File: src/rtl/b10_peer.sv
`default_nettype none
// ============================================================================
//  Module   : b10_peer
//  Purpose  : Remote counterpart of the b10 voting terminal. It checks the
//             parity of each vote word, tallies green/red votes once per
//             transaction, and replies with a parity-corrected echo or the
//             terminating ACK word (4'b0110).
//  Options  : PEER_TIMEOUT_EN - enables the per-state watchdog (TIMEOUT cycles)
//  Revision : 1.0 - initial release
// ============================================================================
module b10_peer #(
    parameter int CNT_W      = 8,
    parameter int MAX_ROUNDS = 4,
    parameter int TIMEOUT    = 1024
) (
    input  logic             clk_i,
    input  logic             rst_n_i,
    input  logic             enable_i,
    input  logic             cts_i,
    input  logic             ctr_i,
    input  logic [3:0]       v_out_i,
    output logic             rtr_o,
    output logic             rts_o,
    output logic [3:0]       v_in_o,
    output logic [CNT_W-1:0] green_cnt_o,
    output logic [CNT_W-1:0] red_cnt_o,
    output logic [CNT_W-1:0] txn_cnt_o,
    output logic [CNT_W-1:0] err_cnt_o,
    output logic             busy_o,
    output logic             done_o,
    output logic             abort_o
);

    localparam logic [3:0] c_ACK = 4'b0110;
    localparam int         RW    = $clog2(MAX_ROUNDS + 1);

    typedef enum logic [2:0] {
        S_IDLE         = 3'd0,
        S_READY        = 3'd1,
        S_WAIT_CTR     = 3'd2,
        S_WAIT_CTR_LOW = 3'd3,
        S_WAIT_CTS_LOW = 3'd4,
        S_END_WAIT     = 3'd5
    } state_t;

    state_t            state_q;
    logic              rtr_q;
    logic              rts_q;
    logic [3:0]        v_in_q;
    logic [3:0]        reply_q;
    logic [RW-1:0]     rounds_q;
    logic              tallied_q;
    logic [CNT_W-1:0]  green_q;
    logic [CNT_W-1:0]  red_q;
    logic [CNT_W-1:0]  txn_q;
    logic [CNT_W-1:0]  err_q;
    logic              busy_q;
    logic              done_q;

    logic              par_ok_d;
    logic [RW-1:0]     rounds_d;
    logic [3:0]        reply_d;

    // Counters stick at all-ones instead of wrapping.
    function automatic logic [CNT_W-1:0] sat_inc(input logic [CNT_W-1:0] v);
        return (&v) ? v : v + 1'b1;
    endfunction

    // Parity check and reply selection for the word currently on v_out.
    always_comb begin
        par_ok_d = (v_out_i[3] == ^v_out_i[2:0]);
        rounds_d = (rounds_q == RW'(MAX_ROUNDS)) ? rounds_q : rounds_q + 1'b1;
        if (par_ok_d || (rounds_d >= RW'(MAX_ROUNDS))) begin
            reply_d = c_ACK;
        end else begin
            reply_d = {^v_out_i[2:0], v_out_i[2:0]};
        end
    end

`ifdef PEER_TIMEOUT_EN
    localparam int WW = $clog2(TIMEOUT + 1);
    logic [WW-1:0] wd_q;
    logic          abort_q;
    logic          adv_d;

    // Flags cycles in which the FSM leaves its current state.
    always_comb begin
        case (state_q)
            S_IDLE:         adv_d = enable_i;
            S_READY:        adv_d = cts_i;
            S_WAIT_CTR:     adv_d = ctr_i;
            S_WAIT_CTR_LOW: adv_d = ~ctr_i;
            S_WAIT_CTS_LOW: adv_d = ~cts_i;
            S_END_WAIT:     adv_d = ~cts_i;
            default:        adv_d = 1'b1;
        endcase
    end

    assign abort_o = abort_q;
`else
    // No watchdog in this build; the comparison only keeps TIMEOUT referenced.
    assign abort_o = (TIMEOUT < 0) ? 1'b1 : 1'b0;
`endif

    // Handshake FSM, tallies and registered outputs.
    always_ff @(posedge clk_i or negedge rst_n_i) begin
        if (!rst_n_i) begin
            state_q   <= S_IDLE;
            rtr_q     <= 1'b0;
            rts_q     <= 1'b0;
            v_in_q    <= 4'b0000;
            reply_q   <= 4'b0000;
            rounds_q  <= '0;
            tallied_q <= 1'b0;
            green_q   <= '0;
            red_q     <= '0;
            txn_q     <= '0;
            err_q     <= '0;
            busy_q    <= 1'b0;
            done_q    <= 1'b0;
`ifdef PEER_TIMEOUT_EN
            wd_q      <= '0;
            abort_q   <= 1'b0;
`endif
        end else begin
            done_q <= 1'b0;
`ifdef PEER_TIMEOUT_EN
            abort_q <= 1'b0;
            wd_q    <= (adv_d || state_q == S_IDLE) ? '0 : wd_q + 1'b1;
            if (state_q != S_IDLE && wd_q == WW'(TIMEOUT - 1)) begin
                // Watchdog expiry: abandon the transaction without completing it.
                state_q <= S_IDLE;
                rtr_q   <= 1'b0;
                rts_q   <= 1'b0;
                busy_q  <= 1'b0;
                abort_q <= 1'b1;
                err_q   <= sat_inc(err_q);
                wd_q    <= '0;
            end else
`endif
            begin
                case (state_q)
                    S_IDLE: begin
                        rtr_q <= 1'b0;
                        rts_q <= 1'b0;
                        if (enable_i) begin
                            state_q   <= S_READY;
                            rtr_q     <= 1'b1;
                            busy_q    <= 1'b1;
                            rounds_q  <= '0;
                            tallied_q <= 1'b0;
                        end
                    end
                    S_READY: begin
                        if (cts_i) begin
                            if (v_out_i == c_ACK) begin
                                state_q <= S_END_WAIT;
                                rtr_q   <= 1'b0;
                            end else begin
                                if (!par_ok_d) begin
                                    err_q    <= sat_inc(err_q);
                                    rounds_q <= rounds_d;
                                end else if (!tallied_q) begin
                                    // Only the first good word of a transaction counts.
                                    if (v_out_i[1]) green_q <= sat_inc(green_q);
                                    if (v_out_i[2]) red_q   <= sat_inc(red_q);
                                    tallied_q <= 1'b1;
                                end
                                reply_q <= reply_d;
                                state_q <= S_WAIT_CTR;
                            end
                        end
                    end
                    S_WAIT_CTR: begin
                        if (ctr_i) begin
                            v_in_q  <= reply_q;
                            rts_q   <= 1'b1;
                            state_q <= S_WAIT_CTR_LOW;
                        end
                    end
                    S_WAIT_CTR_LOW: begin
                        if (!ctr_i) begin
                            rts_q   <= 1'b0;
                            rtr_q   <= 1'b0;
                            state_q <= S_WAIT_CTS_LOW;
                        end
                    end
                    S_WAIT_CTS_LOW: begin
                        // rtr may only rise once b10 has released cts.
                        if (!cts_i) begin
                            rtr_q   <= 1'b1;
                            state_q <= S_READY;
                        end
                    end
                    S_END_WAIT: begin
                        rtr_q <= 1'b0;
                        if (!cts_i) begin
                            txn_q   <= sat_inc(txn_q);
                            done_q  <= 1'b1;
                            busy_q  <= 1'b0;
                            state_q <= S_IDLE;
                        end
                    end
                    default: begin
                        state_q <= S_IDLE;
                        rtr_q   <= 1'b0;
                        rts_q   <= 1'b0;
                        busy_q  <= 1'b0;
                    end
                endcase
            end
        end
    end

    assign rtr_o       = rtr_q;
    assign rts_o       = rts_q;
    assign v_in_o      = v_in_q;
    assign green_cnt_o = green_q;
    assign red_cnt_o   = red_q;
    assign txn_cnt_o   = txn_q;
    assign err_cnt_o   = err_q;
    assign busy_o      = busy_q;
    assign done_o      = done_q;

endmodule
`default_nettype wire

File: config.mk
export PLATFORM = sky130hd
export DESIGN_NAME = b10_peer
export DESIGN_NICKNAME = d
export VERILOG_FILES = /design/src/rtl/b10_peer.sv
export SDC_FILE = /design/constraint.sdc
export NUM_CORES = 1
export LEC_CHECK = 0
export BUFFER_PORTS_ARGS = -buffer_cell sky130_fd_sc_hd__buf_4
export CORE_MARGIN = 2
export CORE_UTILIZATION = 55
export CTS_CLUSTER_DIAMETER = 40
export DETAILED_ROUTE_END_ITERATION = 16
export HOLD_SLACK_MARGIN = 0.15
export PLACE_DENSITY_LB_ADDON = 0.05
export SLEW_MARGIN = 30
export SYNTH_ARGS = -nofsm -noshare
export SYNTH_HDL_FRONTEND = slang
export SYNTH_SLANG_ARGS = --single-unit
File: constraint.sdc
create_clock -name clk_i -period 2.2 [get_ports clk_i]
set_input_delay 0.33 -clock clk_i [delete_from_list [all_inputs] [get_ports clk_i]]
set_output_delay 0.33 -clock clk_i [all_outputs]
set_load 0.005 [all_outputs]
Word level (Yosys, flattened, before mapping) --
Cells that the tools add are included.
Word-level totals: flip-flop bits (word level) 51, input bits 9, output and inout bits 41, word-level logic and storage cells 103
Operators by class: $add $sub $neg 5, order comparisons 1, equality and inequality tests 18, mux-type cells 33, bitwise gates (word level) 11, reduce and logical (&&, ||, !) cells 22
Operators with widths (count):
- 3-bit 2-to-1 mux | 12
- 8-bit by 1-bit adder with 8-bit output, second input constant | 4
- 8-bit AND reduction | 4
- 2-bit inequality test, second input constant | 10
- 5-bit AND reduction | 4
- 3-bit one-hot mux with 6 select lines | 1
- 1-bit 2-to-1 mux | 14
- 7-bit AND reduction | 2
- 3-bit AND reduction | 4
- 1-bit NOT | 11
- 3-bit equality test, second input constant | 3
- 3-bit by 2-bit equality test with 1-bit output, second input constant | 2
- 1-bit one-hot mux with 3 select lines | 2
- 3-bit one-hot mux with 2 select lines | 1
- 6-bit AND reduction | 1
- 1-bit one-hot mux with 5 select lines | 1
- 4-bit by 3-bit equality test with 1-bit output, second input constant | 1
- 4-bit 2-to-1 mux | 1
- 4-bit OR reduction | 1
- 3-bit by 1-bit adder with 3-bit output, second input constant | 1
- 3-bit by 1-bit equality test with 1-bit output, second input constant | 1
- 3-bit >= comparator, second input constant | 1
- 3-bit zero test | 1
- 3-bit OR reduction | 1
- other kinds (6) | 6

Depth between registers and ports, before layout --
depth after elaboration 6, depth in mapped cells 7, mapped depth without buffers 6

Worst setup path after synthesis --
Ideal clock, no wire load.
path type input-to-reg, start input v_out_i[0], end register rounds_q[0], setup time 118 ps, arrival time 1756 ps, required time 2082 ps, path slack 326 ps, cell stages on the path 6, path buffers 0, cell sequence inv_1 ha_1 xor3_2 a21o_1 a2111o_1 a21o_1
On the way: longest elaborated chain between the ends 4, elaborated cells on any way between the ends 6, those cells by class eq/ne (4); reduce/logical (2)
RTL lines:
- start: declaration | RTL line 21 | input logic [3:0] v_out_i,
- 3-bit XOR reduction | RTL line 71 | par_ok_d = (v_out_i[3] == ^v_out_i[2:0]);
- 1-bit equality test | RTL line 71
- 2-bit inequality test (no source line)
- 5-bit AND reduction (no source line) *
- end signal: assignment | RTL line 162 | rounds_q <= rounds_d;
- end: declaration | RTL line 51 | logic [RW-1:0] rounds_q;
Every way passes the cells marked *; elsewhere a longest branch is shown, timed or not. A chain may end at the register's enable or synchronous reset.

Worst setup path after layout --
start input v_out_i[0], end register err_q[1], in the netlist err_cnt_o[1]
On the way: longest elaborated chain between the ends 4, elaborated cells on any way between the ends 6, those cells by class eq/ne (2); bitwise (2); reduce/logical (2)
RTL lines:
- 3-bit XOR reduction | RTL line 71
- 1-bit equality test | RTL line 71
- 1-bit NOT (no source line)
- 5-bit AND reduction (no source line) *
- end signal: assignment | RTL line 161 | err_q <= sat_inc(err_q);
- end: declaration | RTL line 56 | logic [CNT_W-1:0] err_q;
Marked as above.

==> impl_metrics.yaml <==
yosys:
  synth_edf_count: 0
  avgSynthCellArea_sq_um: 10.6
  synth_flop_cell: "dfrtp_1"
  syn_area_sq_um: 2580
  yosysWarnings: 0
  synth-seq-cells: 51
  synth_area_leaders: "dfrtp_1 49%, xor2_1 8.1%, mux2_2 3.9%"
  synth_top_cell_by_area: "dfrtp_1"
  synth_top_cell_area_share: 0.495
  syn_nets: 259
  ys_async_sr_fraction: 1.00
  synth-seq-area-share: 0.495
  synth_cell_types: 45
  netlist_instances: 243
critical_path:
  worstPathMaxFanout: 9
  worst-setup-path-type: "primary input to flip-flop"
  arrival_ns: 2.07
  crit_path_start_kind: "primary input"
  critPathCaptureType: "flip-flop"
  required_ns: 2.39
timing:
  tightest_slew_ns: 0.635
  tns_ns: 0
  post-route-period-util: 0.855
  slew_headroom: 0.577
  clock_skew_ns: 0.00669
  worst_slack_ns: 0.318
  post-route-min-period_ns: 1.88
  rsz0062_at_grt: "false"
  hold_violations: 0
  finalSetupViolations: 0
  slew_viol_final: 0
  fmax_ghz: 0.531
floorplan:
  core_area_sq_um: 4440
  die_w_um: 72.5
  rows: 24
  dieArea_sq_um: 5250
  io_pins: 50
  start_util: 0.581
  die_y_um: 72.5
outcome:
  status: "finished clean"
route:
  drt-total-wl_um: 5080
  avgViaCountPerCell: 5.78
  antenna_left: 0
  route.detailed.drc: 0
  dr.first_iter.drc_count: 145
  num_vias: 2029
  wl_per_cell_um: 14.5
  dr.pass1.iters: 4
grt:
  grt_overflow_total: 0
  antenna_found_initial: 0
  grt_pass1_wl_um: 8440
  grt_max_degree: 52
  grt_use_total: 0.204
  grt_pass1_vias: 1878
clocking:
  clk_path_buf_depth: 2
  root_buffer: "clkbuf_8"
  cts_resized: 0
  cts_max_level: 2
  clock_sinks: 51
  path_clk_slew_ns: 0.09
  clock_latency_ns: 0.31
  cts_buffers: 5
  tritoncts: "yes"
finish:
  fillers: 341
  nets: 314
  area_growth_syn_to_layout_pct: 21.3
  final_cell_mix: "60 x buf_4, 51 x dfrtp_1, 24 x xor2_1, 16 x nand2_1, 15 x nand3_1"
  mostFrequentLayoutCell: "buf_4"
  fin_area_sq_um: 3130
  layout-drive-gt1-share: 0.271
  diodes: 0
flow_run:
  drv_cap: 0
placed_design:
  portBuffers: 48
  hpwl_um: 3650
  dp_slack_ns: 0.0590
  place_area_sq_um: 3030
  finalWeightedCongestion: 0.812
pwr:
  seqPwrFrac: 0.463
  power_density_nw_per_um2: 1020
  internal-power_mw: 2.05
  comb_power_share: 0.368
  clkPwrFrac: 0.169
  p_switching_mw: 1.14
  switching_share: 0.359
  p_leak_nw: 1.60
  total_power_mw: 3.19
  irDropWorstVdd_v: 0.000696
min_path:
  hold_path_class: "primary input to flip-flop"
==> layer usage <==
layer,global-route usage,part of all wire,vias to the layer above
met5,0,0,-
met4,0.0679,0.014,0
met3,0.0458,0.049,9
met2,0.322,0.47,61
met1,0.282,0.47,980
li1,-,-,979
==> logic make-up (layout without fill, tap and decap cells) <==
group                    after synthesis  after routing  synth area share
AND/OR/NAND/NOR                       89             89             0.199
flip-flops                            51             51             0.495
AO/OA/AOI/OAI                         33             33            0.0849
XOR/XNOR                              30             30             0.108
buffers and inverters                 23             79            0.0388
multiplexers                           9              9            0.0393
adder cells (fa/ha/maj)                7              7            0.0339
other                                  1              1           0.00145
==> timing repair <==
action | 4_1_cts | 5_1_grt
setup endpoints to repair | 0 | 0
buffers inserted | 0 | 0
hold buffers | 1 | 0
hold endpoints to repair | 51 | 0
==> worst max-delay path: stages <==
cell and delay [ns]:
buf_4 0.08, inv_1 0.05, ha_1 0.32, xor3_2 0.37, buf_4 0.21, nor3_1 0.34, mux2_2 0.38
==> Yosys cell counts, types with 2 or more instances <==
cell	number
inv_1	10
nand4_1	7
and3_1	2
nand2_1	16
nand3_1	15
o22ai_1	4
nand3b_1	4
xor2_1	24
o21ai_0	4
nor2b_1	2
and4_1	2
nand2b_1	4
o41ai_1	2
nor3_1	12
dfrtp_1	51
a21o_1	4
o21ai_1	2
buf_2	2
ha_1	7
nor4_1	11
clkbuf_1	9
a21oi_1	8
nor2_1	7
xnor2_1	5
mux2_2	9
==> state kept, by name (all words and copies together), names as in the netlist <==
name / count
v_in_o: 4
rounds_q: 3
tallied_q: 1
done_o: 1
err_cnt_o: 8
red_cnt_o: 8
rts_o: 1
reply_q: 4
state_q: 3
green_cnt_o: 8
busy_o: 1
rtr_o: 1
txn_cnt_o: 8
==> power groups by stage <==
stage	combinational (mW)	clock, mW	sequential [mW]
2_1_floorplan	0.733	0	1.41
3_3_place_gp	1.15	0	1.49
3_5_place_dp	1.18	0	1.49
4_1_cts	1.18	0.557	1.48
5_1_grt	1.31	0.584	1.53
6_report	1.18	0.538	1.48
==> worst paths after layout <==
path | from | to | slack, ns | cells after the start
worst max-delay path | v_out_i[0] | err_cnt_o[1] | 0.32 | 7
min in group asynchronous | rst_n_i | rtr_o | 0.57 | 2
worst max register to register | state_q[1] | green_cnt_o[1] | 0.32 | 4
worst min register to register | rts_o | rts_o | 0.49 | 1
worst min-delay path | v_out_i[3] | reply_q[3] | 0.24 | 2
max in group asynchronous | rst_n_i | reply_q[3] | 1.19 | 2
==> final cells by class <==
cell class,instances,area (sq um),share of cell area
Multi-Input combinational cell,169,1200,0.384
Clock inverter,3,18.8,0.00600
Clock buffer,5,68.8,0.0220
Tap cell,52,65.1,0.0208
Inverter,10,37.5,0.0120
Timing Repair Buffer,61,460,0.147
Sequential cell,51,1280,0.408
==> per-stage QoR <==
step / instances / utilization / hold slack, ns
CTS: 351 / 0.704 / 0.238
floorplan: 243 / - / 0.0344
global placement: 342 / 0.682 / 0.398
global route: 351 / 0.704 / 0.248
finish: 351 / 0.704 / 0.243
detailed placement: 342 / 0.682 / 0.398
Note: power is estimated with default switching activity, not from simulation.
